`config.mk`:
```
export PLATFORM = sky130hd
export DESIGN_NAME = fre_calc
export DESIGN_NICKNAME = d
export VERILOG_FILES = /design/src/rtl/fre_calc.sv
export SDC_FILE = /design/constraint.sdc
export NUM_CORES = 1
export LEC_CHECK = 0
export BUFFER_PORTS_ARGS = -buffer_cell sky130_fd_sc_hd__buf_4
export CORE_MARGIN = 4
export CORE_UTILIZATION = 40
export DETAILED_ROUTE_END_ITERATION = 6
export GPL_TIMING_DRIVEN = 0
export PLACE_DENSITY_LB_ADDON = 0.25
export SYNTH_ARGS = -nofsm -noshare
export SYNTH_HDL_FRONTEND = slang
export SYNTH_SLANG_ARGS = --single-unit
```
`constraint.sdc`:
```
create_clock -name clk_100M -period 6.6 [get_ports clk_100M]
set_input_delay 1.32 -clock clk_100M [delete_from_list [all_inputs] [get_ports clk_100M]]
set_output_delay 1.32 -clock clk_100M [all_outputs]
set_load 0.01 [all_outputs]
```
`src/rtl/fre_calc.sv`:
```
// Frequency calculator: F = N * F_REF / M via a 64-iteration restoring divider.
// Optional FRE_CALC_ROUND_EN: round-to-nearest (ties up) instead of truncation.
module fre_calc #(
  parameter int unsigned F_REF     = 100_000_000,
  parameter int unsigned FRAC_BITS = 0
) (
  input  logic        clk_100M,
  input  logic        rst_n,
  input  logic [31:0] M_in,
  input  logic [31:0] N_in,
  input  logic        irq,
  output logic [31:0] fre_out,
  output logic        fre_valid,
  output logic        busy,
  output logic        div0,
  output logic        sat,
  output logic        ovr
);

  localparam logic [1:0] IDLE = 2'd0;
  localparam logic [1:0] MUL  = 2'd1;
  localparam logic [1:0] DIV  = 2'd2;
  localparam logic [1:0] DONE = 2'd3;

  localparam int unsigned ProdBits = 32 + $clog2(F_REF) + FRAC_BITS;

  if (ProdBits > 64 || FRAC_BITS > 4) begin : g_param_check
    $error("fre_calc: F_REF/FRAC_BITS overflow the 64-bit numerator");
  end

  logic [1:0]  state_q;
  logic        irq_q;
  logic [31:0] m_q;
  logic [31:0] n_q;
  logic [63:0] num_q;
  logic [32:0] rem_q;
  logic [63:0] quo_q;
  logic [5:0]  cnt_q;

  logic        edge_det;
  logic [63:0] num_init;
  logic [32:0] rem_sh;
  logic [32:0] rem_nx;
  logic [63:0] quo_nx;
  logic        ge;

  assign edge_det = irq & ~irq_q;
  // Dropped events are flagged in the same cycle as the offending edge.
  assign ovr      = edge_det & (state_q != IDLE);

  always_comb begin
    num_init = (64'(n_q) * 64'(F_REF)) << FRAC_BITS;
`ifdef FRE_CALC_ROUND_EN
    num_init = num_init + 64'(m_q >> 1);
`endif
    rem_sh = {rem_q[31:0], num_q[63]};
    ge     = (rem_sh >= {1'b0, m_q});
    rem_nx = ge ? (rem_sh - {1'b0, m_q}) : rem_sh;
    quo_nx = {quo_q[62:0], ge};
  end

  always_ff @(posedge clk_100M or negedge rst_n) begin
    if (!rst_n) begin
      state_q   <= IDLE;
      irq_q     <= 1'b0;
      m_q       <= '0;
      n_q       <= '0;
      num_q     <= '0;
      rem_q     <= '0;
      quo_q     <= '0;
      cnt_q     <= '0;
      fre_out   <= '0;
      fre_valid <= 1'b0;
      busy      <= 1'b0;
      div0      <= 1'b0;
      sat       <= 1'b0;
    end else begin
      irq_q <= irq;
      unique case (state_q)
        IDLE: begin
          if (edge_det) begin
            m_q     <= M_in;
            n_q     <= N_in;
            busy    <= 1'b1;
            state_q <= MUL;
          end
        end
        MUL: begin
          if (m_q == '0) begin
            fre_out   <= 32'hFFFF_FFFF;
            div0      <= 1'b1;
            sat       <= 1'b0;
            fre_valid <= 1'b1;
            state_q   <= DONE;
          end else begin
            num_q   <= num_init;
            rem_q   <= '0;
            quo_q   <= '0;
            cnt_q   <= '0;
            state_q <= DIV;
          end
        end
        DIV: begin
          num_q <= {num_q[62:0], 1'b0};
          rem_q <= rem_nx;
          quo_q <= quo_nx;
          cnt_q <= cnt_q + 6'd1;
          // Result is registered straight from the final iteration's quotient.
          if (cnt_q == 6'd63) begin
            if (quo_nx[63:32] != '0) begin
              fre_out <= 32'hFFFF_FFFF;
              sat     <= 1'b1;
            end else begin
              fre_out <= quo_nx[31:0];
              sat     <= 1'b0;
            end
            div0      <= 1'b0;
            fre_valid <= 1'b1;
            state_q   <= DONE;
          end
        end
        DONE: begin
          fre_valid <= 1'b0;
          busy      <= 1'b0;
          state_q   <= IDLE;
        end
        default: state_q <= IDLE;
      endcase
    end
  end

endmodule

```
== Yosys cells after proc, flatten, opt, wreduce, memory -nomap -nowiden ==
Index checks and enable logic that the tools add are counted.
W data, S select, Z words.

* $add $sub $neg: 2
* $mul: 1
* Magnitude comparators: 1
* Equal/unequal tests: 8
* Muxes and demuxes: 28
* Bitwise operators: 3
* Reduce and logical (&&, ||, !) cells: 13

{| class="wikitable"
|+ Operators by type and width
! cell !! number
|-
| $mux W32 || 5
|-
| $pmux W32 S2 || 2
|-
| $pmux W64 S2 || 1
|-
| $pmux W63 S2 || 1
|-
| $mux W64 || 1
|-
| $mux W63 || 1
|-
| $mul A32 B19 Y51 const B || 1
|-
| $ge A33 B32 Y1 || 1
|-
| $logic_not A32 Y1 || 1
|-
| $reduce_bool A32 Y1 || 1
|-
| $sub A32 B32 Y32 || 1
|-
| $pmux W6 S2 || 1
|-
| $mux W1 || 8
|-
| $ne A2 B2 Y1 const B || 4
|-
| $pmux W2 S4 || 1
|-
| $reduce_and A2 Y1 || 4
|-
| $add A6 B1 Y6 const B || 1
|-
| $eq A6 B6 Y1 const B || 1
|-
| $mux W6 || 1
|-
| $pmux W1 S2 || 3
|-
| $reduce_and A3 Y1 || 2
|-
| $reduce_bool A2 Y1 || 3
|-
| $eq A2 B2 Y1 const B || 2
|-
| $mux W2 || 2
|-
| 6 further kinds || 7
|}

* Bits in registers: 268
* Input bits: 67
* Output and inout port bits: 37
* Logic and storage cells: 69

== Longest topological paths before layout ==
* Word-level depth: 4
* Depth in mapped cells: 23

== Least setup slack after synthesis ==
Ideal clock, no wire load.

* Path type: register -> register
* Start: register n_q[5]
* End: register num_q[56]
* Library setup time: 0.127 ns
* Arrival: 5.825 ns
* Path slack: 0.648 ns
* Cell stages (with the launch flop): 20
* Path buffers: 1
* Clock period less this slack: 5.952 ns
* Path through: dfrtp_1 inv_1 fa_1 fa_1 inv_1 fa_1 fa_1 fa_1 inv_1 fa_1 inv_1 ha_1 clkbuf_1 nand4_1 o31ai_1 a31oi_1 o31a_1 o31ai_2 mux2i_1 nand3_1

* Longest elaborated chain between the ends: 3

{| class="wikitable"
|+ RTL lines
! item !! RTL line !! source
|-
| start: declaration || 34 || <nowiki>logic [31:0] n_q;</nowiki>
|-
| start signal: assignment || 83 || <nowiki>n_q <= N_in;</nowiki>
|-
| $mul A32 B19 Y51 || 52 || <nowiki>num_init = (64'(n_q) * 64'(F_REF)) << FRAC_BITS;</nowiki>
|-
| $mux W64 || 89 || <nowiki>if (m_q == '0) begin</nowiki>
|-
| $pmux W64 S2 || 79 || <nowiki>unique case (state_q)</nowiki>
|-
| end signal: assignment || 96 || <nowiki>num_q <= num_init;</nowiki>
|-
| end signal: assignment || 104 || <nowiki>num_q <= {num_q[62:0], 1'b0};</nowiki>
|-
| end: declaration || 35 || <nowiki>logic [63:0] num_q;</nowiki>
|}

Every way passes these cells. The select of a mux whose other input is x is not followed.
A chain may end at the register's enable or synchronous reset.

== Worst setup path in the final report ==
* Start: register n_q[6]
* End: register num_q[58]

Same word-level chain as after synthesis.

==> flow_summary.ini <==
[clocking]
cts_buffer_depth = 3
cts_made_buffers = 34
cts_root_buf = clkbuf_16
cts_sinks = 260
insertion_delay_ns = 0.55
cts_htree_levels = 2
path_clk_slew_ns = 0.06
postCtsHoldBufs = 0
cts_tree = yes

[place]
dp_cells = 3254
place.gp.congestion = 0.891
portBuffers = 103
place_hpwl_microns = 48400

[cells_and_area]
synthToLayoutAreaGrowth_pct = 13.8
final_common_cell = inv_1
drive_above_1_share = 0.130
final_cell_mix = 427 x inv_1, 268 x fa_1, 261 x ha_1, 236 x dfrtp_1, 151 x nand2_1
nNetsFinal = 3144
diodes = 0
layout.cells.non_filler = 3342

[outcome]
status = finished, final reports clean

[timing]
finalSetupViolations = 0
skew_ns = 0.0219
fin_crit_ns = 6.36
finalMaxSlewViolations = 0
worstMarginPinSlew_ns = 1.20
fin_crit_sh = 0.964
timing.fmax_mhz = 157
hold_violations = 0
relSlewSlack = 0.197

[yosys]
synth-seq-area-share = 0.269
netlist-cell-type-count = 71
synth_top_area_frac = 0.269
async_flop_share = 1.00
ys_warn_count = 0
synth.avg_cell_area_sq_um = 10.2
ys_ff_latch = 260
synthTopCellsByArea = dfrtp_1 27%, fa_1 22%, ha_1 14%
synth_edf_count = 0
syn_inst = 2376
synth_fp_nets = 2975
syn_area_sq_mm = 0.0241
synth_flop_cell = dfrtp_1
yosysTopAreaCell = dfrtp_1

[drt]
routedWlPerCell_microns = 18.3
final_antenna_net_count = 0
finalWirelength_microns = 61100
drcViolationCount = 0
via_per_inst = 5.26
drtIter0Drc = 1017
routed-via-count = 17600
firstDrtPassIters = 5

[global_routing]
antenna_found_initial = 0
first_global_vias = 18700
grt_usage = 0.195
grt_max_degree = 95
grt-ovfl-total = 0
grt_pass1_wl_microns = 101000

[setup_path]
cpPeakStageDelay_ns = 0.59
cp_common_cell = fa_1
crit_arrival_ns = 6.77
critPathRequiredTime_ns = 7.01
startpoint_type = flip-flop
path_max_fanout = 8
worst_path_max_delay_cell = fa_1
cp-end-kind = flip-flop
worstSetupPathType = reg2reg
r2r-start = n_q[6]
crit_path_start = n_q[6]
crit_path_cell_trace = inv_2 > fa_1 > inv_1 > ha_1 > fa_1 > fa_1 > fa_1 > inv_1 > fa_1 > inv_1 > ha_2 > nand4_1 > nor4_1 > a21boi_1 > o211ai_1 > nand2_1 > o211ai_1 > o21ai_0 > xnor2_1 > o22ai_1

[floorplan]
rows = 89
initial_core_util = 0.407
die-area_sq_mm = 0.0644
io_pins = 104
core_sq_mm = 0.0594
die_x_microns = 254
die_h_microns = 254

[hold_path]
min-delay-start = num_q[26]
worstHoldPathType = reg2reg

[flow_run]
drv_cap = 0
-- registers in the layout, summed over array words and instances, names as in the netlist --
register / count
busy: 1
fre_out: 32
fre_valid: 1
state_q: 2
rem_q: 32
m_q: 32
cnt_q: 6
quo_q: 63
n_q: 32
sat: 1
div0: 1
irq_q: 1
num_q: 56
-- through the flow --
stage	setup TNS, ns	hold WS, ns	worst slack [ns]	area (sq um)	utilization
after global placement	-1.10	0.464	-0.213	25900	0.436
after global routing	-0.161	0.506	-0.0759	27500	0.463
after CTS	-0.000518	0.483	-0.000518	27200	0.458
final	0	0.480	0.239	27500	0.463
after detailed placement	-1.51	0.471	-0.247	25900	0.437
after floorplan	0	0.439	0.648	24100	-
-- routing by layer --
metal,global-route usage,vias to the layer above,wire [microns]
li1,-,8291,-
met1,0.269,8877,27700
met2,0.327,325,29300
met3,0.0261,85,2520
met4,0.0525,0,1590
met5,0,-,0
-- critical path: cells and delay by family (launching register included) --
kind | cells | cell delay (ns)
buffers and inverters | 4 | 0.26
flip-flops | 1 | 0.52
XOR/XNOR | 1 | 0.22
AO/OA/AOI/OAI | 5 | 1.03
AND/OR/NAND/NOR | 3 | 0.70
adder cells (fa/ha/maj) | 7 | 3.48
-- synthesized netlist by cell type (11+ instances only) --
cell,count
inv_1,430
fa_1,268
ha_1,264
dfrtp_1,260
nand2_1,151
a21oi_1,120
o21ai_0,111
nor2_1,86
a22o_1,70
mux2_2,67
clkbuf_1,62
a21o_1,58
xor2_1,53
xnor2_1,38
o22a_1,34
mux2i_1,30
nand3_1,28
nand4_1,20
nor4_1,20
o211ai_1,14
o21bai_1,13
o31ai_1,13
buf_2,11
nor3_1,11
-- kinds of logic (layout without fill, tap and decap cells) --
logic type | Yosys count | in the layout | share of synthesized area
xor gates and xnor gates | 91 | 91 | 0.0330
DFF | 260 | 260 | 0.269
muxes | 97 | 97 | 0.0437
and+or+nand+nor | 368 | 368 | 0.0702
buffers and inverters | 515 | 708 | 0.0814
adders and majority gates | 532 | 532 | 0.359
AOI/OAI and AO/OA | 513 | 513 | 0.143
-- worst paths after layout --
check                       endpoint  slack, ns  cells after the start
max in group asynchronous    n_q[23]       4.86                      2
min in group asynchronous    m_q[18]       0.77                      1
min reg2reg                num_q[26]       0.48                      2
min                        num_q[26]       0.48                      2
max reg2reg                num_q[58]       0.24                     20
max                        num_q[58]       0.24                     20
-- area by class of cell --
type,instances,area [sq um]
Buffer,76,318
Clock buffer,41,937
Clock inverter,19,262
Fill cell,5555,31900
Inverter,430,1610
Multi-Input combinational cell,1601,15700
Sequential cell,260,6540
Tap cell,773,967
Timing Repair Buffer,142,1110
-- timing repair --
action | 4_1_cts | 5_1_grt
setup endpoints to repair | 9 | 20
gates resized for setup | 15 | 26
pin swaps | 1 | 6
setup buffers | 2 | 35
Power is not shown: default switching activity piles up to over one toggle a cycle in this logic, so the estimate is an artifact.
